==> src/rtl/octal_key_debouncer_if.sv <==
// Key-line bundle between the raw keypad and the debouncer, plus the cleaned
// outputs that feed the octal-to-binary encoder.
interface octal_key_debouncer_if;
    logic [7:0] key_raw;
    logic [7:0] onehot_out;
    logic       key_valid;
    logic       key_held;
    logic       multi_err;

    modport master (
        output key_raw,
        input  onehot_out,
        input  key_valid,
        input  key_held,
        input  multi_err
    );

    modport slave (
        input  key_raw,
        output onehot_out,
        output key_valid,
        output key_held,
        output multi_err
    );
endinterface

==> src/rtl/octal_key_debouncer.sv <==
// Synchronises and debounces eight raw key lines, accepting a key only when a
// single line is stably active; emits a registered one-hot code and strobes.
module octal_key_debouncer #(
    parameter int DEBOUNCE_CYCLES = 16
) (
    input  logic                  clk,
    input  logic                  rst_n,
    octal_key_debouncer_if.slave  keys
);
    localparam int CNT_W = (DEBOUNCE_CYCLES > 1) ? $clog2(DEBOUNCE_CYCLES) : 1;
    localparam logic [CNT_W-1:0] CNT_MAX = CNT_W'(DEBOUNCE_CYCLES - 1);

    typedef enum logic [2:0] {
        IDLE     = 3'd0,
        DEBOUNCE = 3'd1,
        PRESSED  = 3'd2,
        RELEASE  = 3'd3,
        LOCKOUT  = 3'd4
    } state_t;

    function automatic logic is_one_hot(input logic [7:0] v);
        return (v != 8'h00) && ((v & (v - 8'h01)) == 8'h00);
    endfunction

    logic [7:0]       sync_p0;
    logic [7:0]       sync_p1;
    state_t           state;
    state_t           state_nxt;
    logic [7:0]       cap;
    logic [7:0]       cap_nxt;
    logic [CNT_W-1:0] cnt;
    logic [CNT_W-1:0] cnt_nxt;
    logic             valid_nxt;
    logic             err_nxt;
    logic             held_nxt;

    // Stage p0/p1: two-flop synchroniser for the asynchronous key lines
    always_ff @(posedge clk or negedge rst_n) begin
        if (!rst_n) begin
            sync_p0 <= 8'h00;
            sync_p1 <= 8'h00;
        end else begin
            sync_p0 <= keys.key_raw;
            sync_p1 <= sync_p0;
        end
    end

    always_ff @(posedge clk or negedge rst_n) begin
        if (!rst_n) begin
            state           <= IDLE;
            cap             <= 8'h00;
            cnt             <= '0;
            keys.onehot_out <= 8'h00;
            keys.key_valid  <= 1'b0;
            keys.key_held   <= 1'b0;
            keys.multi_err  <= 1'b0;
        end else begin
            state           <= state_nxt;
            cap             <= cap_nxt;
            cnt             <= cnt_nxt;
            keys.onehot_out <= held_nxt ? cap_nxt : 8'h00;
            keys.key_valid  <= valid_nxt;
            keys.key_held   <= held_nxt;
            keys.multi_err  <= err_nxt;
        end
    end

    // Any change of the synchronised pattern restarts the stability count.
    always_comb begin
        state_nxt = state;
        cap_nxt   = cap;
        cnt_nxt   = cnt;
        valid_nxt = 1'b0;
        err_nxt   = 1'b0;
        unique case (state)
            IDLE: begin
                if (sync_p1 != 8'h00) begin
                    cap_nxt   = sync_p1;
                    cnt_nxt   = '0;
                    state_nxt = DEBOUNCE;
                end
            end
            DEBOUNCE: begin
                if (sync_p1 == 8'h00) begin
                    state_nxt = IDLE;
                end else if (sync_p1 != cap) begin
                    cap_nxt = sync_p1;
                    cnt_nxt = '0;
                end else if (cnt != CNT_MAX) begin
                    cnt_nxt = cnt + 1'b1;
                end else if (is_one_hot(cap)) begin
                    state_nxt = PRESSED;
                    valid_nxt = 1'b1;
                end else begin
                    err_nxt   = 1'b1;
                    cnt_nxt   = '0;
                    state_nxt = LOCKOUT;
                end
            end
            PRESSED: begin
                if (sync_p1 != cap) begin
                    cnt_nxt   = '0;
                    state_nxt = RELEASE;
                end
            end
            RELEASE: begin
                if (sync_p1 == cap) begin
                    state_nxt = PRESSED;
                end else if (sync_p1 != 8'h00) begin
                    cnt_nxt = '0;
                end else if (cnt != CNT_MAX) begin
                    cnt_nxt = cnt + 1'b1;
                end else begin
                    state_nxt = IDLE;
                end
            end
            LOCKOUT: begin
                // A chord must fully release before any new key is considered.
                if (sync_p1 != 8'h00) begin
                    cnt_nxt = '0;
                end else if (cnt != CNT_MAX) begin
                    cnt_nxt = cnt + 1'b1;
                end else begin
                    state_nxt = IDLE;
                end
            end
            default: begin
                state_nxt = IDLE;
            end
        endcase
    end

    assign held_nxt = (state_nxt == PRESSED) || (state_nxt == RELEASE);
endmodule

==> src/flat_wrapper.sv <==
// flat-port wrapper written by rule: the top's interface ports become plain ports
module octal_key_debouncer_flat 
#(
    parameter int DEBOUNCE_CYCLES = 16
)
  (clk, rst_n, keys_key_raw, keys_onehot_out, keys_key_valid, keys_key_held, keys_multi_err);
  octal_key_debouncer_if keys_i ();
  input  logic clk;
  input  logic rst_n;
  input wire logic [$bits(keys_i.key_raw)-1:0] keys_key_raw;
  output wire logic [$bits(keys_i.onehot_out)-1:0] keys_onehot_out;
  output wire logic [$bits(keys_i.key_valid)-1:0] keys_key_valid;
  output wire logic [$bits(keys_i.key_held)-1:0] keys_key_held;
  output wire logic [$bits(keys_i.multi_err)-1:0] keys_multi_err;
  assign keys_i.key_raw = keys_key_raw;
  assign keys_onehot_out = keys_i.onehot_out;
  assign keys_key_valid = keys_i.key_valid;
  assign keys_key_held = keys_i.key_held;
  assign keys_multi_err = keys_i.multi_err;
  octal_key_debouncer #(.DEBOUNCE_CYCLES(DEBOUNCE_CYCLES)) u_core (.clk(clk), .rst_n(rst_n), .keys(keys_i));
endmodule
==> config.mk <==
export PLATFORM = sky130hd
export DESIGN_NAME = octal_key_debouncer_flat
export DESIGN_NICKNAME = d
export VERILOG_FILES = /design/src/rtl/octal_key_debouncer_if.sv /design/src/rtl/octal_key_debouncer.sv /design/src/flat_wrapper.sv
export SDC_FILE = /design/constraint.sdc
export NUM_CORES = 1
export LEC_CHECK = 0
export CELL_PAD_IN_SITES_DETAIL_PLACEMENT = 2
export CELL_PAD_IN_SITES_GLOBAL_PLACEMENT = 2
export CORE_MARGIN = 3
export CORE_UTILIZATION = 37
export DETAILED_ROUTE_END_ITERATION = 12
export PLACE_DENSITY = 0.8
export SLEW_MARGIN = 30
export SYNTH_ARGS = -nofsm -noshare
export SYNTH_HDL_FRONTEND = slang
export SYNTH_SLANG_ARGS = --single-unit
==> constraint.sdc <==
create_clock -name clk -period 2.7 [get_ports clk]
set_input_delay 0.405 -clock clk [delete_from_list [all_inputs] [get_ports clk]]
set_output_delay 0.405 -clock clk [all_outputs]
set_load 0.02 [all_outputs]
==> flow_summary.toml <==
[die]
floorplan.initialDensity_pct = 40.0
placementRows = 24
total_die_area_um2 = 5820
die-width_um = 76.3
fp.coreArea_um2 = 4560
die_height_um = 76.3
io_pins = 21

[timing]
fmax_ghz = 0.401
post-route-period-util_pct = 92.4
fin_crit_ns = 2.49
tightest_slew_ns = 0.516
totalNegativeSetupSlack_ns = 0
rsz0062_at_grt = "no"
timing.slew.headroom_pct = 65.2
final_hold_viol_count = 0
fin_hold_ws_ns = 0.0723
setup_viol = 0
total_count_of_max_transition_violations_in_the_final_report = 0
timing.clock.skew_ns = 0.00731

[worst_setup_path]
reg2reg_slack_ns = 0.21
timing.reg2reg.worst_path_depth = 6
worst_setup_path_endpoint = "u_core.keys.onehot_out[3]"
cp_data_arrival_time_ns = 2.67
crit_slowest_cell = "sky130_fd_sc_hd__or4_4"
reg2reg_to = "u_core.keys.onehot_out[3]"
ordered_list_of_cells_on_the_worst_path = "or4_4 > or3_1 > nand2_1 > a211oi_2 > o32a_1 > and2_1"
r2r-start = "u_core.sync_p1[0]"
setup.worst_path.end_class = "flop"
critical_path.startpoint = "u_core.sync_p1[0]"
worst-setup-path-type = "reg2reg"
crit_path_start_kind = "flop"
critical_path.max_fanout = 9
critical-path-max-stage-delay_ns = 0.58
cp_data_required_time_ns = 2.88

[layout]
post_route_cells_drive_above_1_share_pct = 13.5
final_common_cell = "sky130_fd_sc_hd__dfrtp_1"
mostFrequentLayoutCells = "sky130_fd_sc_hd__dfrtp_1, sky130_fd_sc_hd__clkdlybuf4s50_1, sky130_fd_sc_hd__and2_1, sky130_fd_sc_hd__xnor2_1, sky130_fd_sc_hd__nor2_1"
finish.net_count = 180
antenna_cells = 0
fillCellCount = 455
final-instance-count-excl-fill = 235
area_growth_syn_to_layout_pct = 21.9

[synthesis]
postSynth.asyncResetShare_pct = 100
synth_warnings = 0
mappedNetlistArea_um2 = 1830
syn_inst = 144
sequential_element_share_of_the_synthesized_area_pct = 57.5
synth_edf_count = 0
post_synth.cell_area_avg_um2 = 12.7
synth.ff_latch_count = 42
post_synth_num_cell_types = 43
postSynthNetCount = 155
ys_dominant_reg_cell = "sky130_fd_sc_hd__dfrtp_1"

[global_route]
grt_antenna_before_repair = 0
maximum_number_of_pins_on_one_net_before_global_route_repair = 43
grt_remaining_overflow = 0
grt_pass1_wl_um = 8000
first_global_vias = 1520
globalRouteTotalUtil_pct = 17.7

[routing]
routed_wire_length_per_instance_um = 19.6
overall_routed_net_length_um = 4600
detailed_route_vias_per_instance = 5.51
route.detailed.drc = 0
postRouteAntennaNets = 0
via_count = 1296
initialDrtViolationCount = 74
first_pass_iters = 4

[power_and_ir_drop]
leakage_nw = 0.914
power.density_nw_per_um2 = 596
vdd_ir_drop_max_uv = 397

[run]
maxCapViolCount = 0

[cts]
ctsLongestPathBuffers = 2
tritoncts = "yes"
cts_resized = 0
post-cts-setup-buffer-count = 0
clock_slew_at_the_register_clock_pins_of_the_worst_setup_and_hold_paths_ns = 0.08
clk_root_buffer_cell = "sky130_fd_sc_hd__clkbuf_8"
worst_skew_pair.late_latency_ns = 0.30
clock-sinks = 42
cts-buffers-inserted = 5
h-tree-depth = 2
cts.hold.buffers_added = 0

[place]
detailed_place_hpwl_um = 3350
placement.io_buffers = 20
cell_count_post_placement = 227
place_congestion = 0.802

[outcome]
outcome = "finished, final reports clean"

[worst_hold_path]
hold_path_class = "in2async"
==> metrics by stage <==
| stage | instance area, µm² | util (%) | power [mW] | setup WS [ns] |
|---|---|---|---|---|
| 6_report | 2230 | 48.8 | 1.33 | 0.206 |
| 5_1_grt | 2230 | 48.8 | 1.40 | 0.0368 |
| 4_1_cts | 2230 | 48.8 | 1.35 | 0.194 |
| 3_5_place_dp | 2090 | 45.8 | 0.747 | 0.236 |
| 3_3_place_gp | 2090 | 45.8 | 0.741 | 0.359 |
| 2_1_floorplan | 1830 | - | 0.707 | 0.527 |
==> layout make-up <==
cell class / instances / area [µm²] / share of cell area [%]
clock buffers: 5 / 68.8 / 3.09
clock inverters: 3 / 68.8 / 3.09
inverters: 1 / 3.75 / 0.168
multi-input cells: 99 / 757 / 34.0
flip-flops and latches: 42 / 1050 / 47.2
well taps: 65 / 81.3 / 3.65
repair buffers: 20 / 198 / 8.87
==> synthesized netlist by cell type (2+ instances only) <==
library cell	n	area [µm²]
sky130_fd_sc_hd__and2_1	10	62.6
sky130_fd_sc_hd__xnor2_1	8	70.1
sky130_fd_sc_hd__a211oi_1	2	15.0
sky130_fd_sc_hd__a21oi_1	7	35.0
sky130_fd_sc_hd__a22o_1	7	61.3
sky130_fd_sc_hd__mux2_4	2	30.0
sky130_fd_sc_hd__o41ai_1	2	17.5
sky130_fd_sc_hd__nand2_1	4	15.0
sky130_fd_sc_hd__and3_1	2	12.5
sky130_fd_sc_hd__nand4_1	2	12.5
sky130_fd_sc_hd__and4_1	2	17.5
sky130_fd_sc_hd__mux2_2	2	22.5
sky130_fd_sc_hd__nor2b_1	5	31.3
sky130_fd_sc_hd__dfrtp_1	42	1050
sky130_fd_sc_hd__or3_1	2	12.5
sky130_fd_sc_hd__o211ai_1	2	15.0
sky130_fd_sc_hd__a31oi_1	3	18.8
sky130_fd_sc_hd__nand4b_1	2	17.5
sky130_fd_sc_hd__nor2_1	8	30.0
sky130_fd_sc_hd__o32a_1	2	20.0
sky130_fd_sc_hd__nand3_1	4	20.0
sky130_fd_sc_hd__o21ai_0	2	10.0
sky130_fd_sc_hd__o21a_1	2	15.0
==> flip-flops by register name (all words and copies together) (netlist names) <==
register / count
u_core.keys.onehot_out: 8
u_core.sync_p0: 8
u_core.cap: 8
u_core.sync_p1: 8
u_core.cnt: 4
u_core.keys.key_valid: 1
u_core.keys.key_held: 1
u_core.keys.multi_err: 1
u_core.state: 3
==> per-layer routing <==
metal / track usage (%) / up-vias / wire length, µm
li1: - / 582 / -
met1: 19.6 / 671 / 1860
met2: 32.2 / 32 / 2440
met3: 4.26 / 11 / 173
met4: 7.25 / 0 / 128
met5: 0 / - / 0
==> worst max-delay path: cells and delay by family, from the launching register on <==
| kind | cells | cell delay (ns) |
|---|---|---|
| simple gates | 4 | 1.54 |
| flops | 1 | 0.41 |
| compound gates | 2 | 0.43 |
==> cells by family (layout without fill, tap and decap cells) <==
logic type / Yosys count / after routing / share of synthesized area, %
xor+xnor: 8 / 8 / 3.83
fa+ha+maj: 1 / 1 / 0.684
compound gates: 36 / 36 / 17.0
flops: 42 / 42 / 57.5
mux: 4 / 4 / 2.87
simple gates: 50 / 50 / 17.0
buf+inv: 3 / 29 / 1.09
==> report_power, final <==
part | internal, mW | switching [mW]
clock | 0.370 | 0.223
combinational | 0.0311 | 0.0346
sequential | 0.647 | 0.0208
==> how the worst min path moves through the flow <==
stage                            startpoint                end  slack [ns]  cells past startpoint
final                                 rst_n    u_core.state[2]        0.07                      1
after global routing                  rst_n    u_core.state[2]        0.12                      1
after CTS                             rst_n    u_core.state[1]        0.27                      1
after detailed placement  u_core.sync_p0[3]  u_core.sync_p1[3]        0.34                      0
after global placement    u_core.sync_p0[4]  u_core.sync_p1[4]        0.33                      0
after floorplan                       rst_n      u_core.cap[0]        0.11                      0
Power figures use the tool's default switching activity.
